**config.mk**
```make
export PLATFORM = sky130hd
export DESIGN_NAME = raw10_stream_packer
export DESIGN_NICKNAME = d
export VERILOG_FILES = /design/src/rtl/raw10_stream_packer.sv
export SDC_FILE = /design/constraint.sdc
export NUM_CORES = 1
export LEC_CHECK = 0
export BUFFER_PORTS_ARGS = -buffer_cell sky130_fd_sc_hd__buf_2
export CAP_MARGIN = 20
export CORE_MARGIN = 4
export CORE_UTILIZATION = 42
export CTS_CLUSTER_SIZE = 16
export DETAILED_ROUTE_END_ITERATION = 7
export GPL_TIMING_DRIVEN = 0
export HOLD_SLACK_MARGIN = 0.1
export MAX_ROUTING_LAYER = met4
export PLACE_DENSITY = 0.66
export SYNTH_ARGS = -nofsm -noshare
export SYNTH_HDL_FRONTEND = slang
export SYNTH_SLANG_ARGS = --single-unit
```
**constraint.sdc**
```tcl
create_clock -name rxbyteclkhs -period 8.2 [get_ports rxbyteclkhs]
set_input_delay 1.23 -clock rxbyteclkhs [delete_from_list [all_inputs] [get_ports rxbyteclkhs]]
set_output_delay 1.23 -clock rxbyteclkhs [all_outputs]
set_load 0.02 [all_outputs]
```
**src/rtl/raw10_stream_packer.sv**
```systemverilog
// raw10_stream_packer: buffers RAW10 four-pixel words in a 16-entry show-ahead FIFO and streams them with sof/eol markers
// Ports: rxbyteclkhs/reset_n (sync, active-low); frame_active, data_in, in_valid, last_packet_in from the decoder;
//   m_tdata/m_tvalid/m_tready/m_tlast/m_tuser output stream; overflow (sticky drop flag); fifo_level (occupancy).
// Optional: define RAW10_PACKER_FRAME_CNT_EN to add frame_count, counting popped start-of-frame words.
module raw10_stream_packer #(
  parameter int DATA_W     = 64,
  parameter int ADDR_W     = 4,
  parameter int LINE_WORDS = 480,
  parameter int CNT_W      = 16
) (
  input  logic              rxbyteclkhs,
  input  logic              reset_n,
  input  logic              frame_active,
  input  logic [DATA_W-1:0] data_in,
  input  logic              in_valid,
  input  logic              last_packet_in,
  output logic [DATA_W-1:0] m_tdata,
  output logic              m_tvalid,
  input  logic              m_tready,
  output logic              m_tlast,
  output logic              m_tuser,
  output logic              overflow,
`ifdef RAW10_PACKER_FRAME_CNT_EN
  output logic [CNT_W-1:0]  frame_count,
`endif
  output logic [ADDR_W:0]   fifo_level
);
  localparam int DEPTH = 1 << ADDR_W;
  logic [DATA_W+1:0] mem [DEPTH];
  logic [ADDR_W-1:0] wr_ptr, rd_ptr;
  logic [ADDR_W:0] level;
  logic [CNT_W-1:0] wc;
  logic sof_pending, ovf, try_push, full, pop, push, eol;
  logic [DATA_W+1:0] head;
  always_comb begin
    head = mem[rd_ptr];
    try_push = in_valid & frame_active;
    full = level == (ADDR_W+1)'(DEPTH);
    m_tvalid = level != '0;
    pop = m_tvalid & m_tready;
    push = try_push & (~full | pop);
    eol = (wc == CNT_W'(LINE_WORDS - 1)) | last_packet_in;
    {m_tuser, m_tlast, m_tdata} = m_tvalid ? head : '0;
    fifo_level = level;
    overflow = ovf;
  end
  always_ff @(posedge rxbyteclkhs)
    if (push) mem[wr_ptr] <= {sof_pending, eol, data_in};
  always_ff @(posedge rxbyteclkhs) begin
    if (!reset_n) begin
      wr_ptr <= '0;
      rd_ptr <= '0;
      level <= '0;
      wc <= '0;
      sof_pending <= 1'b1;
      ovf <= 1'b0;
    end else begin
      if (push) wr_ptr <= wr_ptr + 1'b1;
      if (pop) rd_ptr <= rd_ptr + 1'b1;
      level <= (push & ~pop) ? level + 1'b1 : (pop & ~push) ? level - 1'b1 : level;
      if (try_push & ~push) ovf <= 1'b1;
      // dropped words still advance wc/sof_pending so downstream line alignment survives an overflow
      if (!frame_active) begin
        wc <= '0;
        sof_pending <= 1'b1;
      end else if (try_push) begin
        wc <= eol ? '0 : wc + 1'b1;
        sof_pending <= last_packet_in;
      end
    end
  end
`ifdef RAW10_PACKER_FRAME_CNT_EN
  always_ff @(posedge rxbyteclkhs)
    if (!reset_n) frame_count <= '0;
    else if (pop & m_tuser) frame_count <= frame_count + 1'b1;
`endif
endmodule
```
After elaboration in Yosys (flattened, before gate mapping)
Memories as Yosys holds them, arrays and structs flattened. A register that Yosys moved wholly into a read port is not among the register bits.
Cells that the tools add are included.
W data, S select, Z words.
{ "totals": {"output_inout_bits": 73, "ramBits": 1056, "n_memories": 1, "register_bits": 31} }
{ "mem_list": {"columns": ["name", "words", "width", "read_ports", "rd_ports_with_merged_regs", "write_ports", "line_no", "source"], "rows": [
  ["mem", 16, 66, 1, 1, 1, "29", "logic [DATA_W+1:0] mem [DEPTH];"]
]} }
{ "op_classes": {"bitwise": 11, "reduce_logical": 3, "n_mux": 8, "eq_ne": 2, "addsub": 5} }
{ "op_table": {"columns": ["cell", "n"], "rows": [
  ["$mux W66", 1],
  ["$add A16 B1 Y16 const B", 1],
  ["$eq A16 B9 Y1 const B", 1],
  ["$mux W16", 1],
  ["$mux W5", 2],
  ["$add A4 B1 Y4 const B", 2],
  ["$mux W4", 2],
  ["$and A1 B1 Y1", 6],
  ["$add A5 B1 Y5 const B", 1],
  ["$eq A5 B5 Y1 const B", 1],
  ["$reduce_bool A5 Y1", 1],
  ["$sub A5 B1 Y5 const B", 1],
  ["$not A1 Y1", 3],
  ["$mux W1", 2],
  ["$or A1 B1 Y1", 2],
  ["$reduce_and A2 Y1", 1],
  ["$reduce_bool A2 Y1", 1]
]} }

Longest topological paths before layout
Gate-level depths: netlist of the first run.
{ "depth": {"ltp_word": 8, "ltp_mapped": 11} }

Worst setup path after synthesis of the first run
No wires, ideal clock.
{ "synth_timing": {"path_type": "in2reg", "startpoint": "input port in_valid", "endpoint": "memory mem[3][0] (netlist name) (enable)", "path_slack_ns": 1.000, "required_ns": 7.629, "setup_time_ns": 0.571, "path_stages": 5, "t_arrival_ns": 6.630, "path_cell_list": "clkbuf_1 nand2_1 a31oi_2 nand2_1 nor3_1"} }
{ "synth_between": {"elab_chain_cells": 4} }
{ "synth_lines": {"columns": ["element", "line_no", "source"], "rows": [
  ["from (decl)", "15", "input logic in_valid,"],
  ["$and A1 B1 Y1", "37", "try_push = in_valid & frame_active;"],
  ["$and A1 B1 Y1", "41", "push = try_push & (~full | pop);"],
  ["net push", "33", "logic sof_pending, ovf, try_push, full, pop, push, eol;"],
  ["$mux W1", "48", "if (push) mem[wr_ptr] <= {sof_pending, eol, data_in};"],
  ["$mux W1 (implied by the code)", "48", null],
  ["to (decl)", "29", null]
]} }
The timed path passes the listed nets, and every way through them passes these cells.

==> flow_summary.ini, run 1 <==
[detailed_routing]
dr.pass1.iters = 5
detailroute.via_count = 21500
route.detailed.drc = 0
vias_per_cell = 5.81
totalWireLength_um = 107000
drtIter0Drc = 2623
ant_nets = 0
post_detailed_route_wirelength_per_cell_um = 29.0

[floorplan]
design.die.area_sq_um = 106000
placeableCoreArea_sq_um = 100000
die-height_um = 326
pin_count = 143
initial_utilization_pct = 42.3
row_count = 116
die_w_um = 326

[pwr]
report.power.total_mw = 14.0
power.ir.vdd_worst_uv = 168
p_leak_nw = 15.2
cellPowerDensity_nw_per_um2 = 284

[grt]
grt_start_max_net_pins = 24
grt_pass1_wl_um = 155000
grt_overflow = 0
antenna_found_initial = 13
groute.usage.overall_pct = 20.6
grt_pass1_vias = 22100

[placement]
dpl.cell_count = 3507
place.detailed.hpwl_um = 69500
gp_congestion = 0.781
port_buffers = 140

[setup_path]
worst_setup_path_end_kind = output port
standard_cell_with_the_maximum_stage_delay_on_the_critical_path = sky130_fd_sc_hd__clkbuf_1
cell_family_with_most_cp_delay = buffers and inverters
worst_setup_path_start_kind = flop
cp_num_buf_inv = 3
timing.setup.critical_path_class = flop to output port
timing.critical_path.fanout_max = 10
critical-path-max-stage-delay_ps = 830
cell_chain_of_the_critical_path = clkbuf_1 > buf_2 > mux4_2 > o21ai_0 > o22ai_1 > buf_2
crit_path_frequent_cell = sky130_fd_sc_hd__buf_2
worst_ep_arrival_time_ps = 3860
timing.critical_path.required_ps = 6970

[cells_and_area]
seq_area_sq_um = 32400
fillers = 7841
layout.nets = 2397
instances_no_fill = 3705
layout_cells_sized_above_1_pct = 30.1
utilization_of_the_core_after_routing_pct = 49.3
multi_input_combinational_cell_area_sq_um = 9490
area_growth_pct = 16.5

[logic_synthesis]
synth_top_area_cell = sky130_fd_sc_hd__edfxtp_1
synth-edff-count = 1056
synthDistinctLibCells = 43
asyncSetResetFlopFracSynth_pct = 0
syn-cell-area_sq_um = 42300
ys_top_cells_by_area = sky130_fd_sc_hd__edfxtp_1 (75%), sky130_fd_sc_hd__mux4_2 (12%), sky130_fd_sc_hd__mux2i_1 (3.5%)
syn-num-nets = 2075
syn-instance-count = 1994
yosysSeqAreaShare_pct = 76.5
top_ff_cell_synth = sky130_fd_sc_hd__edfxtp_1
postSynthRegisterBits = 1091
synth-warning-count = 0
synth_area_per_cell_sq_um = 21.2
synth_top_area_share_pct = 74.9

[status]
run_status = finished, final reports clean

[clocking]
clock-root-buffer = sky130_fd_sc_hd__clkbuf_16
post_cts_clock_slew_at_the_launch_and_capture_registers_of_the_worst_setup_and_hold_paths_ps = 60
numCtsBuffers = 104
cts_tree = yes
post_cts_hold_buffer_count = 0
cts_setup_buffers = 0
max-clock-path-buffers = 3
htree_levels = 3
cts.repair.resized = 0
tritoncts_num_sinks = 1091
worst_skew_pair.late_latency_ps = 680

[job]
cap_viol_max_count = 0

[timing]
grt_setup_unrepaired = no
slew_viol_final = 0
sum_of_negative_setup_slack_ps = 0
setup-violations-final = 0
max_slew.worst_pin.slew_ps = 1180
highest_achievable_clock_rate_ghz = 0.196
slew_headroom_pct = 21.7
report.final.hold_viol_count = 0
worst_hold_slack_ps = 474
final_period_minus_worst_setup_slack_ps = 5090
skew_ps = 33.9
layout_worst_path_cycle_share_pct = 62.1

[min_path]
worstHoldPathType = flop to flop
[where the power goes]
part | internal (mW) | total, mW | switching, mW
Clock | 2.57 | 4.62 | 2.04
Combinational | 1.23 | 3.17 | 1.94
Sequential | 6.17 | 6.20 | 0.0315
Total | 9.97 | 14.0 | 4.02
[worst paths after layout]
kind / from / endpoint / slack (ps) / cells past startpoint
max: flop / m_tdata[58] / 3110 / 6
max reg2reg: fifo_level[1] / mem[0][34] / 4860 / 9
min reg2reg: overflow / overflow / 470 / 1
min: overflow / overflow / 470 / 1
[kinds of logic after synthesis]
kind of cell / Yosys count / synth area share, %
buffers and inverters: 123 / 1.31
and+or+nand+nor: 111 / 1.26
AOI/OAI and AO/OA: 198 / 2.92
DFF: 1091 / 76.5
muxes: 439 / 17.2
xor gates and xnor gates: 21 / 0.434
adders and majority gates: 11 / 0.343
[sequential cells by signal, summed over array words and instances (netlist names), named ones only]
register and cells:
fifo_level 5, mem 1056, overflow 1, rd_ptr 4, sof_pending 1, wc 16
wr_ptr 4
[synthesized netlist by cell type, drive strengths merged, types with 10 or more instances]
library cell  number
mux4             224
o211ai            14
mux2              66
nor2              35
a211oi            33
clkbuf            43
o21ai             38
o22ai             66
ha                10
edfxtp          1056
and2              10
xor2              10
mux2i            149
nand2             26
nand3             16
inv               12
xnor2             11
dfxtp             35
a21oi             38
buf               68
[stage by stage]
stage,setup WS (ps),instance area (sq um)
after detailed placement,3700,46000
after floorplan,1000,42300
after global placement,-5170,44700
final,3110,49300
after global routing,3010,49300
after CTS,3060,49300
[final cells by class]
class,instances,area share [%]
Antenna cell,9,0.0457
Buffer,111,1.04
Clock buffer,137,5.69
Clock inverter,51,0.939
Inverter,12,0.0913
Multi-Input combinational cell,780,19.2
Sequential cell,1091,65.7
Tap cell,1298,3.29
Timing Repair Buffer,216,3.96
[cells in the final DEF, fill, tap and decap left out, drive strengths merged, types with 5 or more instances in the layout]
cell / count
mux4: 224
a211oi: 33
clkinvlp: 6
bufinv: 5
inv: 15
o211ai: 14
clkinv: 37
ha: 10
xnor2: 11
nand2: 26
buf: 284
nand3: 16
and2: 10
o22ai: 66
nor2: 35
dfxtp: 35
a21oi: 38
nand2b: 5
mux2: 66
clkbuf: 180
xor2: 10
nor3: 5
diode: 9
o21ai: 38
mux2i: 149
edfxtp: 1056
[per-layer routing]
metal / vias up / global-route usage [%] / wire length, um
met5: - / - / 0
met4: 0 / 6.12 / 2990
met3: 148 / 2.82 / 7520
met2: 926 / 34.1 / 54500
met1: 11500 / 26.9 / 42400
li1: 8978 / - / -
No activity file was read; power rests on OpenSTA's default activity.
==> run 2: changes to the inputs <==
- PLACE_DENSITY: 0.66 -> 0.68
- clock period: 8.2 -> 4.45 ns (I/O delays scaled with it)
==> run 2 against run 1 <==
  * Via count barely moved
  * Sequential share of layout area shrank 0.26 points
  * Sequential cell count unchanged
  * Non-clock buffer count down 16
  * Utilization rose by 0.19 points
  * First-iteration DRC count shrank 4.0%
  * Clock skew is 5.1 ps lower
  * Largest power group unchanged
  * Highest routed layer unchanged
==> flow_summary.ini, run 2 (synthesized netlist as in run 1, its figures left out) <==
[setup_path]
critical_path_cell_count = 7
timing.critical_path.required_ps = 3780
cell_family_with_most_cp_delay = buffers and inverters
cell_chain_of_the_critical_path = buf_2 > buf_2 > clkdlybuf4s15_1 > mux4_2 > mux2i_1 > o22ai_1 > buf_2
critical-path-max-stage-delay_ps = 760
standard_cell_with_the_maximum_stage_delay_on_the_critical_path = sky130_fd_sc_hd__clkdlybuf4s15_1
crit_path_frequent_cell = sky130_fd_sc_hd__buf_2
cp_num_buf_inv = 4
timing.rr.end = mem[1][36]
worst_setup_path_end_kind = output port
timing.reg2reg.setup_slack_ps = 1160
reg2reg_depth = 8
timing.rr.start = fifo_level[0]
timing.critical_path.fanout_max = 10
worst_ep_arrival_time_ps = 3690
timing.setup.critical_path_class = flop to output port
worst_setup_path_start_kind = flop

[detailed_routing]
vias_per_cell = 5.84
ant_nets = 0
drtIter0Drc = 2517
dr.pass1.iters = 5
route.detailed.drc = 0
detailroute.via_count = 21500
post_detailed_route_wirelength_per_cell_um = 28.8
totalWireLength_um = 106000

[cells_and_area]
area_growth_pct = 16.9
layout.nets = 2380
fillers = 7815
seq_area_sq_um = 32400
commonest_non_fill_non_tap_cells_in_the_layout = sky130_fd_sc_hd__edfxtp_1 (1056), sky130_fd_sc_hd__mux4_2 (224), sky130_fd_sc_hd__buf_2 (184)
final_common_cell = sky130_fd_sc_hd__edfxtp_1
multi_input_combinational_cell_area_sq_um = 9510
regMostFlops = mem
flip_flop_count_of_the_largest_register_all_copies_and_words_added = 1056
layout_cells_sized_above_1_pct = 30.1

[clocking]
cts_tree = yes
post_cts_clock_slew_at_the_launch_and_capture_registers_of_the_worst_setup_and_hold_paths_ps = 60
tritoncts_num_sinks = 1091
cts_setup_buffers = 0
htree_levels = 3
worst_skew_pair.late_latency_ps = 680
max-clock-path-buffers = 3
clock-root-buffer = sky130_fd_sc_hd__clkbuf_16
numCtsBuffers = 103

[floorplan]
initial_utilization_pct = 42.3
pin_count = 143
design.die.area_sq_um = 106000
die-height_um = 326
die_w_um = 326
row_count = 116
placeableCoreArea_sq_um = 100000

[placement]
dpl_worst_slack_ps = 605
gp_congestion = 0.769
place.detailed.hpwl_um = 68900
port_buffers = 140

[grt]
grt_start_max_net_pins = 24
grt_pass1_wl_um = 154000
antenna_found_initial = 18
grt_overflow = 0
groute.usage.overall_pct = 20.4
grt_pass1_vias = 22300

[timing]
report.final.hold_viol_count = 0
finalWorstSetupSlack_ps = 88.1
max_slew.worst_pin.slew_ps = 1150
skew_ps = 28.8
slew_headroom_pct = 23.4
final_period_minus_worst_setup_slack_ps = 4360
setup-violations-final = 0
layout_worst_path_cycle_share_pct = 98.0
highest_achievable_clock_rate_ghz = 0.229
slew_viol_final = 0
sum_of_negative_setup_slack_ps = 0

[pwr]
power.ir.vdd_worst_uv = 350
cellPowerDensity_nw_per_um2 = 523
combinational_share_of_power_pct = 22.6
report.power.total_mw = 25.9
internal_power_summed_over_all_cells_mw = 18.6
switching_share_pct = 28.4
relative_contribution_of_the_clock_network_to_total_power_pct = 33.3
pwr-share-seq_pct = 44.1
p_leak_nw = 15.3
p_sw_mw = 7.35

[min_path]
min_delay_worst_endpoint = sof_pending
worstHoldPathType = input pin to flop
min_path_cells = 2
min-delay-start = frame_active

[job]
cap_viol_max_count = 0

[status]
run_status = finished, final reports clean
run 2: layer usage:
layer | up-vias | global-route usage (%) | share of wire, %
met2 | 1018 | 34.1 | 51
met3 | 171 | 3.04 | 7.0
met1 | 11400 | 26.1 | 39
li1 | 8964 | - | -
met5 | - | - | 0
met4 | 0 | 6.45 | 2.8
run 2: worst max path at each step:
stage | from | end
2_1_floorplan | in_valid | mem[7][0]
3_3_place_gp | in_valid | mem[11][44]
3_5_place_dp | flop | m_tdata[38]
4_1_cts | flop | m_tdata[38]
5_1_grt | flop | m_tdata[38]
6_report | flop | m_tdata[38]
run 2: repair_timing:
action,4_1_cts,5_1_grt
gates cloned,0,0
hold endpoints to repair,0,0
hold buffers,0,0
resized for setup,7,3
setup endpoints to repair,12,3
run 2: final cells by class:
class,count,area share (%)
multi-input cells,780,19.2
flip-flops and latches,1091,65.5
well taps,1298,3.28
repair buffers,200,4.09
clock inverters,61,1.18
inverters,12,0.0910
plain buffers,111,1.10
clock buffers,129,5.55
diodes,10,0.0505
run 2: power by group through the flow:
| stage | Combinational [mW] | Clock [mW] | Sequential, mW |
|---|---|---|---|
| CTS | 5.94 | 8.76 | 11.4 |
| global route | 6.20 | 9.20 | 11.4 |
| global placement | 5.77 | 0 | 11.7 |
| finish | 5.85 | 8.64 | 11.4 |
| floorplan | 3.69 | 0 | 11.7 |
| detailed placement | 5.90 | 0 | 11.6 |
run 2: through the flow:
step | utilization [%] | std cells | area (sq um) | hold slack [ps]
after CTS | 49.5 | 3682 | 49500 | 205
after floorplan | - | 1994 | 42400 | 449
after global placement | 44.7 | 3432 | 44700 | 454
after detailed placement | 46.1 | 3492 | 46100 | 453
final | 49.5 | 3692 | 49500 | 251
after global routing | 49.5 | 3692 | 49500 | 234
==> run 3: changes to the inputs <==
- CORE_MARGIN: 4 -> 2
- CORE_UTILIZATION: 42 -> 56
- PLACE_DENSITY: 0.68 -> 0.84
==> run 3 against run 2 <==
  * The run now ends with negative setup slack left
  * Die area down 27%
  * Design area down 0.88%
  * Maximum frequency is 3.7% lower
  * Clock power up 2%
  * Highest routed layer unchanged
==> flow_summary.ini, run 3 (synthesized netlist as in run 1, its figures left out) <==
[clocking]
worst_skew_pair.late_latency_ps = 680
max-clock-path-buffers = 3
numCtsBuffers = 102
htree_levels = 3
clock-root-buffer = sky130_fd_sc_hd__clkbuf_16
post_cts_clock_slew_at_the_launch_and_capture_registers_of_the_worst_setup_and_hold_paths_ps = 60
cts_tree = yes
tritoncts_num_sinks = 1091

[setup_path]
timing.critical_path.fanout_max = 11
critical-path-max-stage-delay_ps = 880
standard_cell_with_the_maximum_stage_delay_on_the_critical_path = sky130_fd_sc_hd__buf_1
cell_family_with_most_cp_delay = buffers and inverters
cp_num_buf_inv = 4
crit_path_frequent_cell = sky130_fd_sc_hd__buf_2
cell_chain_of_the_critical_path = buf_2 > buf_2 > buf_1 > mux2i_1 > o22ai_1 > buf_2
timing.critical_path.required_ps = 3780
worst_setup_path_start_kind = flop
worst_setup_path_end_kind = output port
worst_ep_arrival_time_ps = 3860
timing.setup.critical_path_class = flop to output port

[timing]
max_slew.worst_pin.slew_ps = 1120
layout_worst_path_cycle_share_pct = 102
finalWorstSetupSlack_ps = -81.7
skew_ps = 19.2
setup-violations-final = 1
slew_headroom_pct = 25.0
grt_setup_unrepaired = no
highest_achievable_clock_rate_ghz = 0.221
slew_viol_final = 0
final_period_minus_worst_setup_slack_ps = 4530
report.final.hold_viol_count = 0
sum_of_negative_setup_slack_ps = -81.7

[placement]
place.detailed.hpwl_um = 67100
port_buffers = 140
gp_congestion = 0.790

[floorplan]
initial_utilization_pct = 56.7
placeableCoreArea_sq_um = 74700
pin_count = 143
die_w_um = 279
die-height_um = 279
design.die.area_sq_um = 77800
row_count = 100

[pwr]
relative_contribution_of_the_clock_network_to_total_power_pct = 33.6
p_sw_mw = 7.54
report.power.total_mw = 26.1
power.ir.vdd_worst_uv = 354
p_leak_nw = 15.2
cellPowerDensity_nw_per_um2 = 532
combinational_share_of_power_pct = 22.6
switching_share_pct = 28.8
pwr-share-seq_pct = 43.7
internal_power_summed_over_all_cells_mw = 18.6

[cells_and_area]
utilization_of_the_core_after_routing_pct = 65.7
layout_cells_sized_above_1_pct = 29.8
commonest_non_fill_non_tap_cells_in_the_layout = sky130_fd_sc_hd__edfxtp_1 (1056), sky130_fd_sc_hd__mux4_2 (224), sky130_fd_sc_hd__buf_2 (186)
final_common_cell = sky130_fd_sc_hd__edfxtp_1
area_growth_pct = 15.9
layout.nets = 2375
flip_flop_count_of_the_largest_register_all_copies_and_words_added = 1056
regMostFlops = mem

[grt]
grt_start_max_net_pins = 25
grt_overflow = 0
grt_pass1_vias = 23700
grt_pass1_wl_um = 162000
groute.usage.overall_pct = 29.9
antenna_found_initial = 13

[detailed_routing]
ant_nets = 0
post_detailed_route_wirelength_per_cell_um = 33.4
totalWireLength_um = 112000
dr.pass1.iters = 5
vias_per_cell = 6.85
route.detailed.drc = 0
detailroute.via_count = 23000
drtIter0Drc = 3584

[status]
run_status = complete, but fails checks
failed_checks = negative setup slack

[min_path]
worstHoldPathType = input pin to flop

[job]
cap_viol_max_count = 0
run 3: worst register-to-register path: cells and delay by family (launching register included):
kind            cells  cell delay [ps]
buf+inv             3              730
compound gates      1              470
simple gates        3             1040
flops               1              440
run 3: final timing paths:
check	startpoint	end	slack, ps	cells after the start
hold / removal	frame_active	sof_pending	240	2
hold reg to reg	overflow	overflow	490	1
setup reg to reg	fifo_level[1]	mem[6][39]	1470	7
setup / recovery	flop	m_tdata[38]	-80	6
run 3: cell type report:
class	count	area, sq um
diodes	14	35.0
plain buffers	111	513
clock buffers	129	2770
clock inverters	64	611
fillers	4319	25600
inverters	12	45.0
multi-input cells	780	9510
flip-flops and latches	1091	32400
well taps	969	1210
repair buffers	196	1970
run 3: through the flow:
step	hold slack, ps	instance area, sq um	setup WS [ps]	cells
after floorplan	449	42400	-418	1994
after global placement	451	44300	-3790	3103
after detailed placement	480	45700	805	3159
after CTS	211	49000	20.8	3352
after global routing	237	49100	33.2	3363
final	236	49100	-81.7	3366
run 3: what timing repair did:
| item | CTS | global route |
|---|---|---|
| hold buffers | 0 | 0 |
| setup buffers | 0 | 0 |
| gates resized for setup | 0 | 3 |
| setup endpoints to repair | 0 | 9 |
run 3: per-layer routing:
layer / routed length (um) / track usage (%)
met1: 37800 / 36.7
met2: 56400 / 48.1
met3: 12500 / 5.73
met4: 5670 / 14.9
met5: 0 / -
run 3: power by group through the flow:
stage,Combinational [mW],Sequential (mW),Clock (mW)
after CTS,5.87,11.4,8.81
after global placement,5.56,11.6,0
final,5.91,11.4,8.79
after detailed placement,5.76,11.6,0
after global routing,6.15,11.4,9.17
after floorplan,3.69,11.7,0
